<file path="src/rtl/img_pkg.sv">
// Shared types and constants for the image SRAM loader.
// words_per_frame gives the number of SRAM writes needed to store one frame.
package img_pkg;

   localparam int PIX_W_DEF = 8;
   localparam int DIM_W_DEF = 13;

   typedef enum logic [1:0] {
      IDLE  = 2'd0,
      LOAD  = 2'd1,
      FLUSH = 2'd2,
      DONE  = 2'd3
   } loader_state_t;

   function automatic int words_per_frame(input int w, input int h, input int ppw);
      return (w * h + ppw - 1) / ppw;
   endfunction

endpackage

</file>
<file path="src/rtl/flex_counter.sv">
// Modulo counter: counts 0..rollover_val-1 while enabled, then wraps to 0.
// rollover_flag is high while the count sits at its last value.
module flex_counter #(
   parameter int NUM_CNT_BITS = 4
) (
   input  logic                    clk,
   input  logic                    n_rst,
   input  logic                    clear,
   input  logic                    count_enable,
   input  logic [NUM_CNT_BITS-1:0] rollover_val,
   output logic [NUM_CNT_BITS-1:0] count_out,
   output logic                    rollover_flag
);

   logic [NUM_CNT_BITS-1:0] count_q, count_d;

   assign rollover_flag = (count_q == (rollover_val - NUM_CNT_BITS'(1)));
   assign count_out     = count_q;

   always_comb begin
      count_d = count_q;
      if (clear) begin
         count_d = '0;
      end else if (count_enable) begin
         if (rollover_flag) count_d = '0;
         else               count_d = count_q + NUM_CNT_BITS'(1);
      end
   end

   always_ff @(posedge clk or negedge n_rst) begin
      if (!n_rst) count_q <= '0;
      else        count_q <= count_d;
   end

endmodule

</file>
<file path="src/rtl/img_sram_loader.sv">
// Packs a raster pixel stream into SRAM words and writes them sequentially
// from a base address, pulsing done once the whole frame has been stored.
//
// state | meaning
// IDLE  | waiting for start; configuration latched on an accepted start
// LOAD  | accepting pixels, issuing each full word
// FLUSH | last pixel taken; waiting for the final write to be accepted
// DONE  | one-cycle done pulse (err_size too for a zero-size frame)
module img_sram_loader
   import img_pkg::*;
#(
   parameter int PIX_W        = PIX_W_DEF,
   parameter int PIX_PER_WORD = 4,
   parameter int ADDR_W       = 16,
   parameter int DIM_W        = DIM_W_DEF
) (
   input  logic                          clk,
   input  logic                          n_rst,
   input  logic                          start,
   input  logic [DIM_W-1:0]              img_width,
   input  logic [DIM_W-1:0]              img_height,
   input  logic [ADDR_W-1:0]             base_addr,
   input  logic                          pix_valid,
   input  logic [PIX_W-1:0]              pix_data,
   output logic                          pix_ready,
   input  logic                          sram_busy,
   output logic                          sram_wen,
   output logic [ADDR_W-1:0]             sram_addr,
   output logic [PIX_W*PIX_PER_WORD-1:0] sram_wdata,
   output logic [DIM_W-1:0]              col,
   output logic [DIM_W-1:0]              row,
   output logic                          busy,
   output logic                          done,
   output logic                          err_size
);

   localparam int WORD_W = PIX_W * PIX_PER_WORD;
   localparam int IDX_W  = (PIX_PER_WORD > 1) ? $clog2(PIX_PER_WORD) : 1;
   localparam logic [IDX_W-1:0] IDX_LAST = IDX_W'(PIX_PER_WORD - 1);

   loader_state_t      state_q, state_d;
   logic [DIM_W-1:0]   width_q, width_d;
   logic [DIM_W-1:0]   height_q, height_d;
   logic [ADDR_W-1:0]  addr_q, addr_d;
   logic [WORD_W-1:0]  pack_q, pack_d;
   logic [IDX_W-1:0]   idx_q, idx_d;
   logic               wen_q, wen_d;
   logic               err_q, err_d;

   logic pix_accept;
   logic wr_accept;
   logic dims_ok;
   logic start_ok;
   logic col_wrap;
   logic row_wrap;
   logic last_pix;

   // wen_q doubles as the "word pending" flag: no pixel is taken while a word is outstanding
   assign pix_ready  = (state_q == LOAD) && !wen_q;
   assign pix_accept = pix_ready && pix_valid;
   assign wr_accept  = wen_q && !sram_busy;
   assign dims_ok    = (img_width != '0) && (img_height != '0);
   assign start_ok   = (state_q == IDLE) && start && dims_ok;
   assign last_pix   = col_wrap && row_wrap;

   flex_counter #(.NUM_CNT_BITS(DIM_W)) u_col_cnt (
      .clk           (clk),
      .n_rst         (n_rst),
      .clear         (start_ok),
      .count_enable  (pix_accept),
      .rollover_val  (width_q),
      .count_out     (col),
      .rollover_flag (col_wrap)
   );

   flex_counter #(.NUM_CNT_BITS(DIM_W)) u_row_cnt (
      .clk           (clk),
      .n_rst         (n_rst),
      .clear         (start_ok),
      .count_enable  (pix_accept && col_wrap),
      .rollover_val  (height_q),
      .count_out     (row),
      .rollover_flag (row_wrap)
   );

   always_comb begin
      state_d  = state_q;
      width_d  = width_q;
      height_d = height_q;
      addr_d   = addr_q;
      pack_d   = pack_q;
      idx_d    = idx_q;
      wen_d    = wen_q;
      err_d    = err_q;

      if (wr_accept) begin
         wen_d  = 1'b0;
         addr_d = addr_q + ADDR_W'(1);
         pack_d = '0;
      end

      case (state_q)
         IDLE: begin
            if (start) begin
               if (dims_ok) begin
                  width_d  = img_width;
                  height_d = img_height;
                  addr_d   = base_addr;
                  pack_d   = '0;
                  idx_d    = '0;
                  err_d    = 1'b0;
                  state_d  = LOAD;
               end else begin
                  err_d    = 1'b1;
                  state_d  = DONE;
               end
            end
         end
         LOAD: begin
            if (pix_accept) begin
               for (int i = 0; i < PIX_PER_WORD; i++) begin
                  if (idx_q == IDX_W'(i)) pack_d[i*PIX_W +: PIX_W] = pix_data;
               end
               // a partial final word goes out as-is; its unused lanes are still zero
               if ((idx_q == IDX_LAST) || last_pix) begin
                  wen_d = 1'b1;
                  idx_d = '0;
               end else begin
                  idx_d = idx_q + IDX_W'(1);
               end
               if (last_pix) state_d = FLUSH;
            end
         end
         FLUSH: begin
            if (wr_accept) state_d = DONE;
         end
         DONE: begin
            state_d = IDLE;
         end
         default: begin
            state_d = IDLE;
         end
      endcase
   end

   always_ff @(posedge clk or negedge n_rst) begin
      if (!n_rst) begin
         state_q  <= IDLE;
         width_q  <= '0;
         height_q <= '0;
         addr_q   <= '0;
         pack_q   <= '0;
         idx_q    <= '0;
         wen_q    <= 1'b0;
         err_q    <= 1'b0;
      end else begin
         state_q  <= state_d;
         width_q  <= width_d;
         height_q <= height_d;
         addr_q   <= addr_d;
         pack_q   <= pack_d;
         idx_q    <= idx_d;
         wen_q    <= wen_d;
         err_q    <= err_d;
      end
   end

   assign sram_wen   = wen_q;
   assign sram_addr  = addr_q;
   assign sram_wdata = pack_q;
   assign busy       = (state_q != IDLE);
   assign done       = (state_q == DONE);
   assign err_size   = done && err_q;

endmodule
</file>
<file path="config.mk">
export PLATFORM = sky130hd
export DESIGN_NAME = img_sram_loader
export DESIGN_NICKNAME = d
export VERILOG_FILES = /design/src/rtl/img_pkg.sv /design/src/rtl/flex_counter.sv /design/src/rtl/img_sram_loader.sv
export SDC_FILE = /design/constraint.sdc
export NUM_CORES = 1
export LEC_CHECK = 0
export ABC_AREA = 0
export BUFFER_PORTS_ARGS = -buffer_cell sky130_fd_sc_hd__buf_2
export CAP_MARGIN = 40
export CORE_AREA = 2 2 103 105
export DETAILED_ROUTE_END_ITERATION = 8
export DIE_AREA = 0 0 105 107
export GPL_TIMING_DRIVEN = 1
export PLACE_DENSITY = 0.84
export SLEW_MARGIN = 20
export SYNTH_ARGS = -nofsm -noshare
export SYNTH_HDL_FRONTEND = slang
export SYNTH_SLANG_ARGS = --single-unit
</file>
<file path="constraint.sdc">
create_clock -name clk -period 4.6 [get_ports clk]
set_input_delay 0.46 -clock clk [delete_from_list [all_inputs] [get_ports clk]]
set_output_delay 0.46 -clock clk [all_outputs]
set_load 0.01 [all_outputs]
</file>
---- After elaboration in Yosys (flattened, before gate mapping) ----
Cells that the tools add are included.
W data, S select, Z words.
operators by class
  equal/unequal tests ..................... 13
  shift-type cells ........................ 0
  div/mod/pow operators ................... 0
  add/sub/neg operators ................... 6
  $mul .................................... 0
  bitwise logic cells ..................... 0
  muxes and demuxes ....................... 35
  order comparisons ....................... 0
  reduce and logical (&&, ||, !) cells .... 24
operators by type and width
  cell                     count
  $mux W32                 4
  $mux W13                 6
  $mux W16                 4
  $pmux W32 S2             1
  $mux W8                  4
  $add A13 B1 Y13 const B  2
  $eq A13 B13 Y1           2
  $reduce_bool A13 Y1      2
  $sub A13 B1 Y13 const B  2
  $mux W2                  9
  $add A16 B1 Y16 const B  1
  $ne A2 B2 Y1 const B     5
  $logic_and A1 B1 Y1      9
  $eq A2 B2 Y1 const B     4
  $pmux W2 S4              1
  $reduce_and A4 Y1        2
  $reduce_bool A2 Y1       4
  $mux W1                  5
  $eq A2 B1 Y1 const B     2
  $logic_not A2 Y1         2
  $pmux W2 S2              1
  $reduce_and A3 Y1        1
  $add A2 B1 Y2 const B    1
  $logic_not A1 Y1         2
  other kinds (2)          2
storage, ports and cells
  flip-flop bits (word level) ............. 106
  ROM bits ................................ 0
  memory bits (writable) .................. 0
  memories ................................ 0
  latch bits .............................. 0

---- Depth between registers and ports, before layout ----
  depth in word-level cells ............... 7
  gate-level depth with buffers ........... 12
  depth with buffers taken out ............ 10

---- Modules after synthesis ----
From an unflattened synthesis, not the netlist that was laid out.
unflattened totals
  cells, all modules ...................... 726
  area total of the unflattened synthesis .. 6472.5 um^2
modules (own cells, without submodules)
  module                     cells an instance  area an instance (um^2)  sequential area each (um^2)  instances
  img_sram_loader            447                4017.6                   2001.9                       1
  flex_counter at u_row_cnt  143                1233.7                   325.3                        1
  flex_counter at u_col_cnt  136                1221.2                   325.3                        1

---- Worst setup path before layout ----
No wires, ideal clock.
  kind .................................... register to register
  from .................................... register width_q[0]
  to ...................................... register u_row_cnt.count_q[9] (netlist: u_row_cnt.count_out[9])
  setup time .............................. 0.076 ns
  path slack .............................. 1.639 ns
  stages on the path, launching flop included .. 12
  clock period less this slack ............ 2.961 ns
  arrival ................................. 2.885 ns
  path through ............................ dfrtp_1 inv_1 ha_1 nor2b_1 nand3_1 a221oi_1 o221ai_2 or4_1 a211o_1 buf_6 or3_1 o21ai_1
on the way
  word-level cells in the longest chain between the ends .. 4
ends and longest elaborated chain
  element                              line                    RTL
  from (decl)                          img_sram_loader.sv:42   logic [DIM_W-1:0] width_q, width_d;
  from (signal assigned)               img_sram_loader.sv:158  width_q <= width_d;
  $sub A13 B1 Y13                      flex_counter.sv:17      assign rollover_flag = (count_q == (rollover_val - NUM_CNT_BITS'(1)));
  $eq A13 B13 Y1                       flex_counter.sv:17
  $logic_and A1 B1 Y1                  img_sram_loader.sv:80   .count_enable (pix_accept && col_wrap),
  $reduce_bool A2 Y1 (no source line)  -
  to (signal assigned)                 flex_counter.sv:32      else count_q <= count_d;
  to (decl)                            flex_counter.sv:15      logic [NUM_CNT_BITS-1:0] count_q, count_d;
No other way between the ends.
A chain may end at the register's enable or synchronous reset.

---- Worst setup path after layout ----
  from .................................... register height_q[0]
  to ...................................... register u_row_cnt.count_q[7] (netlist: u_row_cnt.count_out[7])
on the way
  word-level cells in the longest chain between the ends .. 5
ends and longest elaborated chain
  element                 line                    RTL
  from (decl)             img_sram_loader.sv:43   logic [DIM_W-1:0] height_q, height_d;
  from (signal assigned)  img_sram_loader.sv:159  height_q <= height_d;
  $sub A13 B1 Y13         flex_counter.sv:17
  $eq A13 B13 Y1          flex_counter.sv:17
  $mux W13                flex_counter.sv:25      if (rollover_flag) count_d = '0;
  $mux W13                flex_counter.sv:24      end else if (count_enable) begin
  $mux W13                flex_counter.sv:22      if (clear) begin
No other way between the ends. The select of a mux whose other input is x is not followed.

==> summary.md <==
| Metric | Value |
|---|---|
| Endpoint, Worst Hold | `sram_addr[8]` |
| Crit path max fanout | `11` |
| First-pass GRT wire length | `23890 microns` |
| Antenna-violating nets left | `0` |
| Syn nets | `695` |
| Final setup TNS | `0 ns` |
| Reg2reg path depth | `10` |
| Largest net degree at the start of global routing | `67` |
| H-tree depth | `3` |
| Tot Pwr | `1.544 mW` |
| Most used routing layer | `met2` |
| Mapped Cells | `627` |
| Final setup viols | `0` |
| Clk sinks | `106` |
| Crit. End Element | `flip-flop` |
| Worst EP arrival | `3.60 ns` |
| Vias in the first global route | `4915` |
| Post-synthesis async set-or-reset flop share | `100.0%` |
| Sw frac | `24.58%` |
| Max-Cap Viols | `0` |
| Post-placement setup slack | `1.305 ns` |
| Final WS setup | `1.257 ns` |
| Number of fillers in the final layout | `845` |
| Clk_lat worst skew | `0.37 ns` |
| Largest family of logic cells by synthesized area | `simple AND/OR/NAND/NOR gates` |
| Detailed Route WL | `14260 microns` |
| Seq pwr share | `60.3%` |
| Max-slew violation count | `0` |
| Main area contributors after synthesis | `dfrtp_1, nand2_1, xnor2_1` |
| Port Buffer Count | `133` |
| Final hold vios | `0` |
| Boundary Pins | `134` |
| Clock-pin slew on the worst setup and hold paths | `0.11 ns` |
| CTS tree | `built` |
| Post-route cell area | `6749 sq um` |
| Switching power | `379.5 uW` |
| Clock Tree Root | `clkbuf_8` |
| Nets | `818` |
| Clock Tree Buf Depth | `2` |
| LEAKAGE | `3.264 nW` |
| CP top delay family | `compound AO/OA/AOI/OAI gates` |
| Hold Crit Start | `base_addr[8]` |
| RSZ-0062 raised after global routing | `false` |
| Synth Area in Compound Gates | `17.12%` |
| Logic pwr share | `3.5%` |
| Area leader, netlist | `dfrtp_1` |
| Crit path buffers/inverters | `1` |
| PwrDens | `228.8 nW/um^2` |
| Slowest cell on the critical path | `a2111oi_4` |
| Synthesis-to-finish area growth | `16.28%` |
| GR Layer Usage met3 | `4.559%` |
| DR WL/cell | `16.01 microns` |
| Die W | `105 microns` |
| XOR/XNOR Fraction of Synth Area | `7.847%` |
| CP max stage delay | `0.49 ns` |
| Initial Util | `57.51%` |
| CP Launch Type | `flip-flop` |
| Row count | `37` |
| GR Util met2 | `40.72%` |
| Adder-Cell Fraction of Synth Area | `2.802%` |
| Synth unique cells | `59` |
| HPWL Detailed | `10610 microns` |
| Register area | `2653 sq um` |
| Synth warn | `0` |
| Reg2reg end | `u_row_cnt.count_out[7]` |
| Reg2Reg Setup Slack | `1.26 ns` |
| Sequential share of the synthesized area | `45.70%` |
| Slew margin rel. | `46.29%` |
| Number of flops mapped to enable cells by yosys | `0` |
| Initial antenna violation count | `0` |
| FMAX | `299.1 MHz` |
| Least-Margin Pin Slew | `0.7987 ns` |
| Multi-input gate area | `2917 sq um` |
| Ys flop type | `dfrtp_1` |
| Reg2reg start | `height_q[0]` |
| Core ar. | `10090 sq um` |
| Worst Hold Path Cells | `3` |
| Vias post-DR | `5227` |
| Vias per cell | `5.866` |
| Synthesized flop and latch total | `106` |
| Die Height | `107 microns` |
| PostCTS Resize Cnt | `0` |
| Placed Area | `6524 sq um` |
| TritonCTS Buffers | `9` |
| Post-synthesis mux area share | `0.8838%` |
| Netlist Area Pre-Place | `5804 sq um` |
| GRT Util Overall | `25.89%` |
| DRT iter0 DRCs | `317` |
| Skew final | `0.01664 ns` |
| Clk pwr share | `36.2%` |
| Period Utilization, post-route | `72.67%` |
| Crit path kind | `reg2reg` |
| Status | `complete, no violations` |
| Crit path cell chain | `inv_1, ha_1, nor2b_1, xnor2_1, or4_1, a31o_1, a2111oi_4, a21oi_1, a22oi_1, o21ai_0` |
| Number of iterations in the first detailed-routing pass | `5` |
| Worst hold path class | `in2reg` |
| GRT overflow | `0` |
| Peak supply drop | `0.1887 mV` |
| Post-synth top area share | `45.70%` |
| Simple-Gate Fraction of Synth Area | `21.60%` |
| M1 GR Usage | `37.05%` |
| Final min period | `3.343 ns` |
| Util after Layout | `66.87%` |
| Crit path from | `height_q[0]` |
| Req. time, crit path | `4.85 ns` |
| Gpl congestion | `0.9782` |
| Number of remaining DRC errors | `0` |
| DIE AREA | `11240 sq um` |
| Share of cells above drive strength 1 | `23.05%` |
| Antenna Cells | `0` |
| Pint | `1.164 mW` |
| Mean Syn Cell Area | `9.257 sq um` |
## layout by cell type, fill, tap and decap left out, types with 3 or more instances in the layout
cell type	count
nand2_1	114
dfrtp_1	106
nand3_1	21
and3_1	11
clkbuf_8	9
a22oi_1	3
buf_4	3
nand2b_1	9
ha_1	13
o21ai_0	50
a21oi_1	21
a22o_1	35
nor4_2	3
xor2_1	15
nand4_1	11
a31oi_1	4
nor4_1	9
nor2_1	24
clkinv_4	3
o211ai_1	3
xnor2_1	37
a31o_2	4
or3_1	15
or2_2	4
mux2i_1	4
nor2b_1	7
o21ai_1	3
buf_2	132
or4_1	4
inv_1	24
nor3_1	15
## registers in the layout, indices dropped and copies added, names as in the netlist
register             count
u_row_cnt.count_out     13
state_q                  2
idx_q                    2
u_col_cnt.count_out     13
sram_wdata              32
err_q                    1
sram_addr               16
width_q                 13
height_q                13
sram_wen                 1
## repair_timing
| item | 4_1_cts | 5_1_grt |
|---|---|---|
| buffers inserted | 0 | 0 |
| endpoints found under the hold margin | 0 | 4 |
| hold buffers | 0 | 1 |
## layout make-up
cell class	count	area share (%)
Clock buffer	9	1.835
Multi-Input combinational cell	471	43.21
Tap cell	136	2.521
Clock inverter	7	1.057
Timing Repair Buffer	138	10.73
Sequential cell	106	39.30
Inverter	24	1.335
## power groups by stage
stage | clock network (mW) | logic [mW] | registers [mW]
6_report | 0.559 | 0.0538 | 0.931
5_1_grt | 0.613 | 0.0616 | 0.931
4_1_cts | 0.569 | 0.0524 | 0.931
3_5_place_dp | 0 | 0.0522 | 0.949
3_3_place_gp | 0 | 0.0509 | 0.949
2_1_floorplan | 0 | 0.00226 | 0.950
## logic make-up after synthesis
| logic type | count (synthesis) |
|---|---|
| AOI/OAI and AO/OA | 145 |
| and+or+nand+nor | 256 |
| DFF | 106 |
| muxes | 5 |
| adders and majority gates | 13 |
| xor gates and xnor gates | 52 |
| buffers and inverters | 50 |
## worst min-delay path, delay by kind of cell
kind            cells  cell delay [ns]
compound gates      1             0.06
buf+inv             1             0.07
simple gates        1             0.03
## routing by layer
layer,vias up,wire (microns)
met2,231,6569
met3,28,1088
li1,2467,-
met1,2501,6297
met4,0,308
met5,-,0
## synthesized netlist by cell type (all sizes together), types with 4 or more instances
master	number
o21ai	53
clkbuf	15
or4	5
dfrtp	106
and3	11
a21oi	21
ha	13
nor4	12
nand3	21
a31oi	4
nand4	11
a31o	5
xnor2	37
buf	10
or3	16
nor2	24
mux2i	4
xor2	15
nand2	114
inv	24
nor3	16
nor2b	7
nand2b	9
or2	4
a22o	35
## worst max path at each step
| stage | to | depth (start not counted) |
|---|---|---|
| after floorplan | u_row_cnt.count_out[9] | 11 |
| after global placement | u_row_cnt.count_out[7] | 10 |
| after detailed placement | u_row_cnt.count_out[8] | 10 |
| after CTS | u_row_cnt.count_out[8] | 10 |
| after global routing | u_row_cnt.count_out[8] | 10 |
| final | u_row_cnt.count_out[7] | 10 |
## stage by stage
stage	instances	hold slack, ns
floorplan	627	0.1644
global placement	872	0.4701
detailed placement	873	0.4759
CTS	889	0.2085
global route	891	0.2983
finish	891	0.2914
No activity file was read; power rests on OpenSTA's default activity.
